$ cat src/rtl/pkt_fifo_pkg.sv
// Shared types and helpers for the pkt_fifo store-and-forward packet buffer.
package pkt_fifo_pkg;

  typedef enum logic [1:0] {
    WrSync,
    WrAccept,
    WrDrop
  } wr_state_e;

  // Pointers carry one extra wrap bit so full and empty are distinguishable.
  function automatic int unsigned ptr_w(input int unsigned depth_log2);
    return depth_log2 + 1;
  endfunction

  // A stored beat is {eof, dat}.
  function automatic int unsigned beat_w(input int unsigned data_w);
    return data_w + 1;
  endfunction

endpackage

$ cat src/rtl/pkt_fifo_ram.sv
// Simple dual-port RAM, synchronous write, registered read; maps to LUTRAM or BRAM.
module pkt_fifo_ram #(
  parameter int unsigned WIDTH = 5,
  parameter int unsigned AW    = 6
) (
  input  logic             i_clk,
  input  logic             i_we,
  input  logic [AW-1:0]    i_waddr,
  input  logic [WIDTH-1:0] i_wdata,
  input  logic             i_re,
  input  logic [AW-1:0]    i_raddr,
  output logic [WIDTH-1:0] o_rdata
);

  logic [WIDTH-1:0] r_mem [1 << AW];
  logic [WIDTH-1:0] r_rdata;

  always_ff @(posedge i_clk) begin
    if (i_we) r_mem[i_waddr] <= i_wdata;
    if (i_re) r_rdata <= r_mem[i_raddr];
  end

  assign o_rdata = r_rdata;

endmodule

$ cat src/rtl/pkt_fifo.sv
// Store-and-forward packet FIFO: a packet is released only after a clean eof; errored or
// oversized packets are rewound whole. Define PKT_FIFO_STATS_EN to build the packet counters.
module pkt_fifo
  import pkt_fifo_pkg::*;
#(
  parameter int unsigned DATA_W     = 4,
  parameter int unsigned DEPTH_LOG2 = 6
) (
  input  logic              clk,
  input  logic              rst,
  input  logic              in_vld,
  input  logic [DATA_W-1:0] in_dat,
  input  logic              in_eof,
  input  logic              in_err,
  output logic              out_vld,
  output logic [DATA_W-1:0] out_dat,
  output logic              out_eof,
  input  logic              out_ack,
  output logic              drop,
  output logic [31:0]       rx_pkt_cnt,
  output logic [31:0]       drop_cnt
);

  localparam int unsigned PW    = ptr_w(DEPTH_LOG2);
  localparam int unsigned BW    = beat_w(DATA_W);
  localparam int unsigned DEPTH = 1 << DEPTH_LOG2;

  typedef struct packed {
    logic              eof;
    logic [DATA_W-1:0] dat;
  } beat_t;

  wr_state_e       r_state;
  logic [PW-1:0]   r_wr_ptr, r_wr_commit, r_rd_ptr;
  logic            r_drop, r_out_vld;
  logic [PW-1:0]   w_fill;
  logic            w_full, w_we, w_commit, w_drop_evt, w_avail, w_load;
  beat_t           w_wr_beat, w_rd_beat;

  assign w_fill    = r_wr_ptr - r_rd_ptr;
  assign w_full    = (w_fill == PW'(DEPTH));
  assign w_wr_beat = '{eof: in_eof, dat: in_dat};

  always_comb begin
    w_we       = 1'b0;
    w_commit   = 1'b0;
    w_drop_evt = 1'b0;
    if (in_vld) begin
      case (r_state)
        WrAccept: begin
          if (w_full) begin
            w_drop_evt = in_eof;
          end else begin
            w_we       = 1'b1;
            w_commit   = in_eof & ~in_err;
            w_drop_evt = in_eof & in_err;
          end
        end
        WrDrop:  w_drop_evt = in_eof;
        default: ;
      endcase
    end
  end

  always_ff @(posedge clk or posedge rst) begin
    if (rst) begin
      r_state     <= WrSync;
      r_wr_ptr    <= '0;
      r_wr_commit <= '0;
      r_drop      <= 1'b0;
    end else begin
      r_drop <= w_drop_evt;
      // Drop rewinds to the last committed packet boundary.
      if (w_drop_evt)  r_wr_ptr <= r_wr_commit;
      else if (w_we)   r_wr_ptr <= r_wr_ptr + PW'(1);
      if (w_commit)    r_wr_commit <= r_wr_ptr + PW'(1);
      if (in_vld) begin
        case (r_state)
          WrSync:   if (in_eof) r_state <= WrAccept;
          WrAccept: if (w_full && !in_eof) r_state <= WrDrop;
          WrDrop:   if (in_eof) r_state <= WrAccept;
          default:  r_state <= WrSync;
        endcase
      end
    end
  end

  // The RAM read register doubles as the output register, so a load is the read.
  assign w_avail = (r_rd_ptr != r_wr_commit);
  assign w_load  = w_avail && (!r_out_vld || out_ack);

  always_ff @(posedge clk or posedge rst) begin
    if (rst) begin
      r_rd_ptr  <= '0;
      r_out_vld <= 1'b0;
    end else if (w_load) begin
      r_rd_ptr  <= r_rd_ptr + PW'(1);
      r_out_vld <= 1'b1;
    end else if (out_ack) begin
      r_out_vld <= 1'b0;
    end
  end

  pkt_fifo_ram #(
    .WIDTH (BW),
    .AW    (DEPTH_LOG2)
  ) u_ram (
    .i_clk   (clk),
    .i_we    (w_we),
    .i_waddr (r_wr_ptr[DEPTH_LOG2-1:0]),
    .i_wdata (w_wr_beat),
    .i_re    (w_load),
    .i_raddr (r_rd_ptr[DEPTH_LOG2-1:0]),
    .o_rdata (w_rd_beat)
  );

  assign out_vld = r_out_vld;
  assign out_dat = r_out_vld ? w_rd_beat.dat : '0;
  assign out_eof = r_out_vld & w_rd_beat.eof;
  assign drop    = r_drop;

`ifdef PKT_FIFO_STATS_EN
  logic [31:0] r_rx_pkt_cnt, r_drop_cnt;

  always_ff @(posedge clk or posedge rst) begin
    if (rst) begin
      r_rx_pkt_cnt <= '0;
      r_drop_cnt   <= '0;
    end else begin
      if (w_commit)   r_rx_pkt_cnt <= r_rx_pkt_cnt + 32'd1;
      if (w_drop_evt) r_drop_cnt   <= r_drop_cnt + 32'd1;
    end
  end

  assign rx_pkt_cnt = r_rx_pkt_cnt;
  assign drop_cnt   = r_drop_cnt;
`else
  assign rx_pkt_cnt = '0;
  assign drop_cnt   = '0;
`endif

endmodule

$ cat config.mk
export PLATFORM = sky130hd
export DESIGN_NAME = pkt_fifo
export DESIGN_NICKNAME = d
export VERILOG_FILES = /design/src/rtl/pkt_fifo_pkg.sv /design/src/rtl/pkt_fifo_ram.sv /design/src/rtl/pkt_fifo.sv
export SDC_FILE = /design/constraint.sdc
export NUM_CORES = 1
export LEC_CHECK = 0
export BUFFER_PORTS_ARGS = -buffer_cell sky130_fd_sc_hd__buf_2
export CAP_MARGIN = 25
export CELL_PAD_IN_SITES_DETAIL_PLACEMENT = 0
export CELL_PAD_IN_SITES_GLOBAL_PLACEMENT = 1
export CORE_UTILIZATION = 35
export DETAILED_ROUTE_END_ITERATION = 6
export GPL_ROUTABILITY_DRIVEN = 0
export PLACE_DENSITY_LB_ADDON = 0.1
export RECOVER_POWER = 100
export SLEW_MARGIN = 20
export SYNTH_ARGS = -nofsm -noshare
export SYNTH_HDL_FRONTEND = slang
export SYNTH_HIERARCHICAL = 1
export SYNTH_SLANG_ARGS = --single-unit
$ cat constraint.sdc
create_clock -name clk -period 9.75 [get_ports clk]
set_input_delay 1.4625 -clock clk [delete_from_list [all_inputs] [get_ports clk]]
set_output_delay 1.4625 -clock clk [all_outputs]
set_load 0.01 [all_outputs]
==> metrics, run 1 <==
CTS Sinks 350; vias in the first global route just under 8000; register area share after synthesis 69.5%; Crit path max-delay family buffers and inverters; top cell type's share of synthesized area roughly two thirds; Comb power frac approximately 27%; flops & latches, synth 350; Nets 896; number of inserted diodes 0; worst r2r path cells 5; Pre-antenna DRT Iters 6; CTS buffer count 40; first-pass GRT wire length 52200 um; setup tns final 0 ns; CTS Root Cell clkbuf_16; power density cells 290 nW/um2; DR iter-0 viols approximately 580; clock-pin slew on the worst setup and hold paths 0.06 ns; routed vias 7483; number of core rows 75; Reg-to-Reg End u_ram/o_rdata[1]; P&R area growth vs syn 11.1%; antenna-violating nets left 0; dominant cell type by area after synthesis edfxtp_1; drc violations 0; share of cells above drive strength 1 17.3%; max-cap violations 7; Starting Density approximately 36%; Sw Ratio 31.0%; Worst Path Buf+Inv 1; Synth Instances roughly 850; worst skew pair latency 0.53 ns; cts hold-fix bufs 0; Pwr Total 4.81 mW; post-CTS setup buffers 0; WHS Path Cells 1; post-DP HPWL 22200 um; part of the power in registers 40.1%; WL per Instance 24.5 um; status finished with violations; failing checks max-capacitance violations, max-slew violations; Max Fclk 197 MHz; Setup Skew around 0.016 ns; Synth Cell Area 14900 um2; final hold vios 0; RSZ-0062 raised after global routing false; number of synthesized flops with an enable pin ~330; die area about 44000 um2; Synthesis Warnings 6; Setup Crit Path Kind reg2reg; routed vias/inst between 5 and 6; Worst path max stage delay 1.73 ns; Max stage delay cell, worst path clkbuf_1; min Tclk post-route roughly 5 ns; PortBufs 16; Final Slew Violations between 300 and 400; net switching power 1.49 mW; core area 42000 um2; startpoint of the worst hold path r_state[1]; CP Max Fanout 27; flop2flop setup slack 4.68 ns; grt ovf 0; drt total wl 35300 um; Worst EP arrival 5.33 ns; worst rel slew slack -113%; Clk pwr share 32.9%; count of different cell masters after synthesis 58; num ports 81; Async SR Flop Fraction 7.14%; final setup violation count 0; CP Capture Type flop; initial antenna violation count 0; Hold Path End r_state[1]; Setup crit start kind flop; worst min path class reg2reg; pin count of the biggest net entering global routing 65; CTS resizes 0; GRT Overall Usage between 10% and 20%; Die Width 209 um; Internal 3.32 mW; Max IR drop VDD 0.000132 V; H-tree depth 2; Top FF cell, synth edfxtp_1; Die Ht 209 um; CTS tree done; Tightest Pin Transition 3.20 ns; Critical R2R Launch r_rd_ptr[0]; Final period util approximately 52%; critical-path cell list clkbuf_1 > mux4_2 > a22oi_1 > a31oi_1 > or3_1; syn avg cell area ~18 um2; Critical Path RT 10.00 ns; Leak 5.40 nW; synth top area cells edfxtp_1 (65%), mux4_2 (9.9%), dfrtp_1 (4.2%); clk buf depth 3
cells by family after synthesis:
family	Yosys count	synth area share (%)
buffers and inverters	121	5.39
AOI/OAI and AO/OA	65	2.89
DFF	350	69.5
adders and majority gates	11	0.921
and+or+nand+nor	168	5.44
other	1	0.0251
muxes	109	14.5
xor gates and xnor gates	22	1.29
synthesized netlist by cell type, drive strengths merged, types with 2 or more instances:
master	number
a211oi	2
a21oi	11
a22oi	4
a31oi	13
and2	5
buf	85
clkbuf	17
dfrtp	25
edfxtp	325
ha	11
inv	18
mux2	20
mux2i	9
mux4	80
nand2	14
nand2b	7
nand3	13
nand3b	2
nand4	4
nor2	75
nor2b	9
nor3	12
nor4	7
o21ai	9
o221ai	7
o22ai	13
or2	3
or3	11
xnor2	16
xor2	6
cell usage in the layout, fill, tap and decap left out, types with 7 or more instances in the layout:
master and n:
o21ai_0 8, mux4_2 66, mux2_2 18, edfxtp_1 325
nand3_1 13, clkinv_1 8, nor4_1 7, a31oi_1 13
conb_1 64, o22ai_1 13, or3_1 11, dfrtp_1 24
nand2b_1 7, nor3_1 12, nand2_1 14, mux2i_1 9
nor2b_1 9, buf_2 10, clkbuf_1 20, xnor2_1 16
bufinv_16 9, ha_1 11, mux4_1 14, nor2_1 75
clkbuf_16 41, a21oi_1 11, o221ai_1 7, inv_1 17
per-layer routing:
metal	GRT usage [%]	wire length (um)	vias up
li1	-	-	3272
met4	3.83	587	0
met2	27.1	17300	228
met3	3.35	1850	47
met1	22.4	15600	3936
met5	0	0	-
power groups by stage:
stage | clock [mW] | combinational, mW | sequential, mW
detailed placement | 0 | 1.33 | 1.96
floorplan | 0 | 1.08 | 1.82
global route | 1.68 | 1.40 | 1.95
CTS | 1.62 | 1.33 | 1.93
finish | 1.58 | 1.30 | 1.93
global placement | 0 | 1.33 | 1.96
layout make-up:
cell class | instances | area (um2)
fillers | 3783 | 25400
well taps | 539 | 674
repair buffers | 26 | 121
inverters | 18 | 67.6
multi-input cells | 439 | 3970
flip-flops and latches | 350 | 10400
clock buffers | 48 | 1050
clock inverters | 21 | 320
sequential cells by signal, indices dropped and copies added (netlist names):
signal and cells:
r_state 2, drop 1, r_wr_ptr 7, r_wr_commit 7, u_ram/r_mem 320, out_vld 1, r_rd_ptr 7, u_ram/o_rdata 5
how the worst max path moves through the flow:
stage	start	end	slack [ns]	cells past startpoint
final	r_rd_ptr[0]	u_ram/o_rdata[1]	4.68	5
after global routing	r_rd_ptr[0]	u_ram/o_rdata[1]	4.11	5
after CTS	r_rd_ptr[2]	u_ram/r_mem[46][0]	5.41	11
after detailed placement	r_rd_ptr[2]	u_ram/r_mem[46][3]	5.43	11
after global placement	r_rd_ptr[2]	u_ram/r_mem[46][3]	5.58	11
after floorplan	in_vld	u_ram/r_mem[48][0]	6.64	7
through the flow:
stage	hold WS [ns]	cells	cell area, um2	util (%)	worst slack, ns
finish	0.526	1441	16600	39.5	4.68
global route	0.554	1441	16600	39.5	4.11
CTS	0.525	1441	16700	39.6	5.41
detailed placement	0.513	1372	15300	36.4	5.43
global placement	0.497	1371	15300	36.3	5.58
floorplan	0.486	910	15200	-	6.64
Note: power is estimated with default switching activity, not from simulation.
==> run 2, diff against run 1 <==
==> constraint.sdc (replaced) <==
create_clock -name clk -period 4.8 [get_ports clk]
set_input_delay 0.72 -clock clk [delete_from_list [all_inputs] [get_ports clk]]
set_output_delay 0.72 -clock clk [all_outputs]
set_load 0.01 [all_outputs]
==> metrics, run 2 (synthesis results as in run 1) <==
status finished with violations; failing checks max-capacitance violations, max-slew violations; most frequent cells in the layout edfxtp_1 (325), nor2_1 (75), mux4_2 (66), conb_1 (64), clkbuf_16 (39); Area after DPL approximately 15000 um2; first-pass GRT wire length 53200 um; Comb power frac 30.4%; Crit path max-delay family buffers and inverters; Worst Path Buf+Inv 2; antenna-violating nets left 0; final setup violation count 0; WL per Instance 24.6 um; Setup Skew 0.0119 ns; GRT Overall Usage roughly 17%; Critical Path RT 5.05 ns; power density cells 582 nW/um2; number of core rows 75; Critical R2R Launch r_rd_ptr[1]; core area 42000 um2; Worst path max stage delay 1.07 ns; Max stage delay cell, worst path clkbuf_2; Pre-antenna DRT Iters 5; CTS buffer count 38; P&R area growth vs syn 10.9%; pin count of the biggest net entering global routing 85; final hold vios 0; drt total wl 35700 um; Final Slew Violations 258; die area 43500 um2; Setup crit start kind flop; flop2flop setup slack approximately 0.54 ns; worst min path class in2async; Setup Crit Path Kind reg2reg; Starting Density 35.5%; grt ovf 0; CTS tree done; Nets 905; setup tns final 0 ns; Final period util 88.7%; commonest non-fill, non-tap cell in the layout edfxtp_1; DR iter-0 viols around 550; CTS Root Cell clkbuf_16; max FFs per register 320; Sw Ratio 31.9%; PortBufs 16; H-tree depth 2; Clk pwr share 31.2%; Internal approximately 6.6 mW; Die Ht 209 um; post-CTS setup buffers 0; CTS resizes 0; worst skew pair latency 0.53 ns; routed vias about 7500; critical-path cell list clkbuf_2 > clkbuf_2 > mux4_2 > mux2_1 > o221ai_1 > a31oi_1 > or3_1; clk buf depth 3; initial antenna violation count 1; Leak 5.37 nW; Top reg by flops u_ram/r_mem; part of the power in registers about two fifths; Die Width between 200 and 250 um; Max Fclk 235 MHz; drc violations 0; CP Max Fanout 39; share of cells above drive strength 1 17.8%; min Tclk post-route 4.26 ns; routed vias/inst 5.20; Tightest Pin Transition 3.07 ns; Setup crit start r_rd_ptr[1]; RSZ-0062 raised after global routing false; CTS Sinks 350; clock-pin slew on the worst setup and hold paths 0.06 ns; Max IR drop VDD a little over 0.0005 V; CP Capture Type flop; max-cap violations 5; worst rel slew slack -105%; fillers between 3000 and 4000; net switching power 3.07 mW; num ports 81; post-DP HPWL 22300 um; most frequent CP cell clkbuf_2; design area 16600 um2; Worst EP arrival between 4 and 5 ns; cts hold-fix bufs 0; vias in the first global route 7776
run 2: per-layer routing:
metal	up-vias	GRT usage (%)	part of all wire [%]
met4	0	4.77	2.0
met1	3967	23.3	45
met5	-	0	0
li1	3290	-	-
met3	49	2.78	4.8
met2	229	27.0	48
run 2: path summary, 6_finish.rpt:
| check | endpoint | cells past startpoint |
|---|---|---|
| worst min-delay path | drop | 2 |
| worst max register to register | u_ram/o_rdata[1] | 7 |
| worst max-delay path | u_ram/o_rdata[1] | 7 |
| worst min register to register | r_state[1] | 1 |
| min in group clk | out_vld | 3 |
| max in group asynchronous | r_rd_ptr[1] | 3 |
run 2: cell type report:
cell class,count,area (um2),area share [%]
antenna,1,2.50,0.0151
clock buffer,43,991,5.98
clock inverter,23,285,1.72
inverter,18,67.6,0.408
multi-input combinational,439,3970,24.0
sequential,350,10400,62.7
tap,539,674,4.07
timing repair buffer,37,188,1.13
run 2: metrics by stage:
stage	cells	power (mW)	setup WS [ns]	hold slack, ns	utilization (%)
floorplan	910	5.89	1.70	0.486	-
global placement	1382	6.76	0.805	0.498	36.5
detailed placement	1382	6.76	0.590	0.535	36.5
CTS	1448	9.80	0.636	0.446	39.6
global route	1449	10.1	0.214	0.0598	39.4
finish	1450	9.64	0.543	0.0634	39.4
run 2: power by group through the flow:
stage / sequential (mW) / combinational, mW / clock (mW)
4_1_cts: 3.70 / 3.01 / 3.09
6_report: 3.70 / 2.93 / 3.01
2_1_floorplan: 3.70 / 2.19 / 0
3_3_place_gp: 3.75 / 3.01 / 0
3_5_place_dp: 3.76 / 3.00 / 0
5_1_grt: 3.72 / 3.17 / 3.19
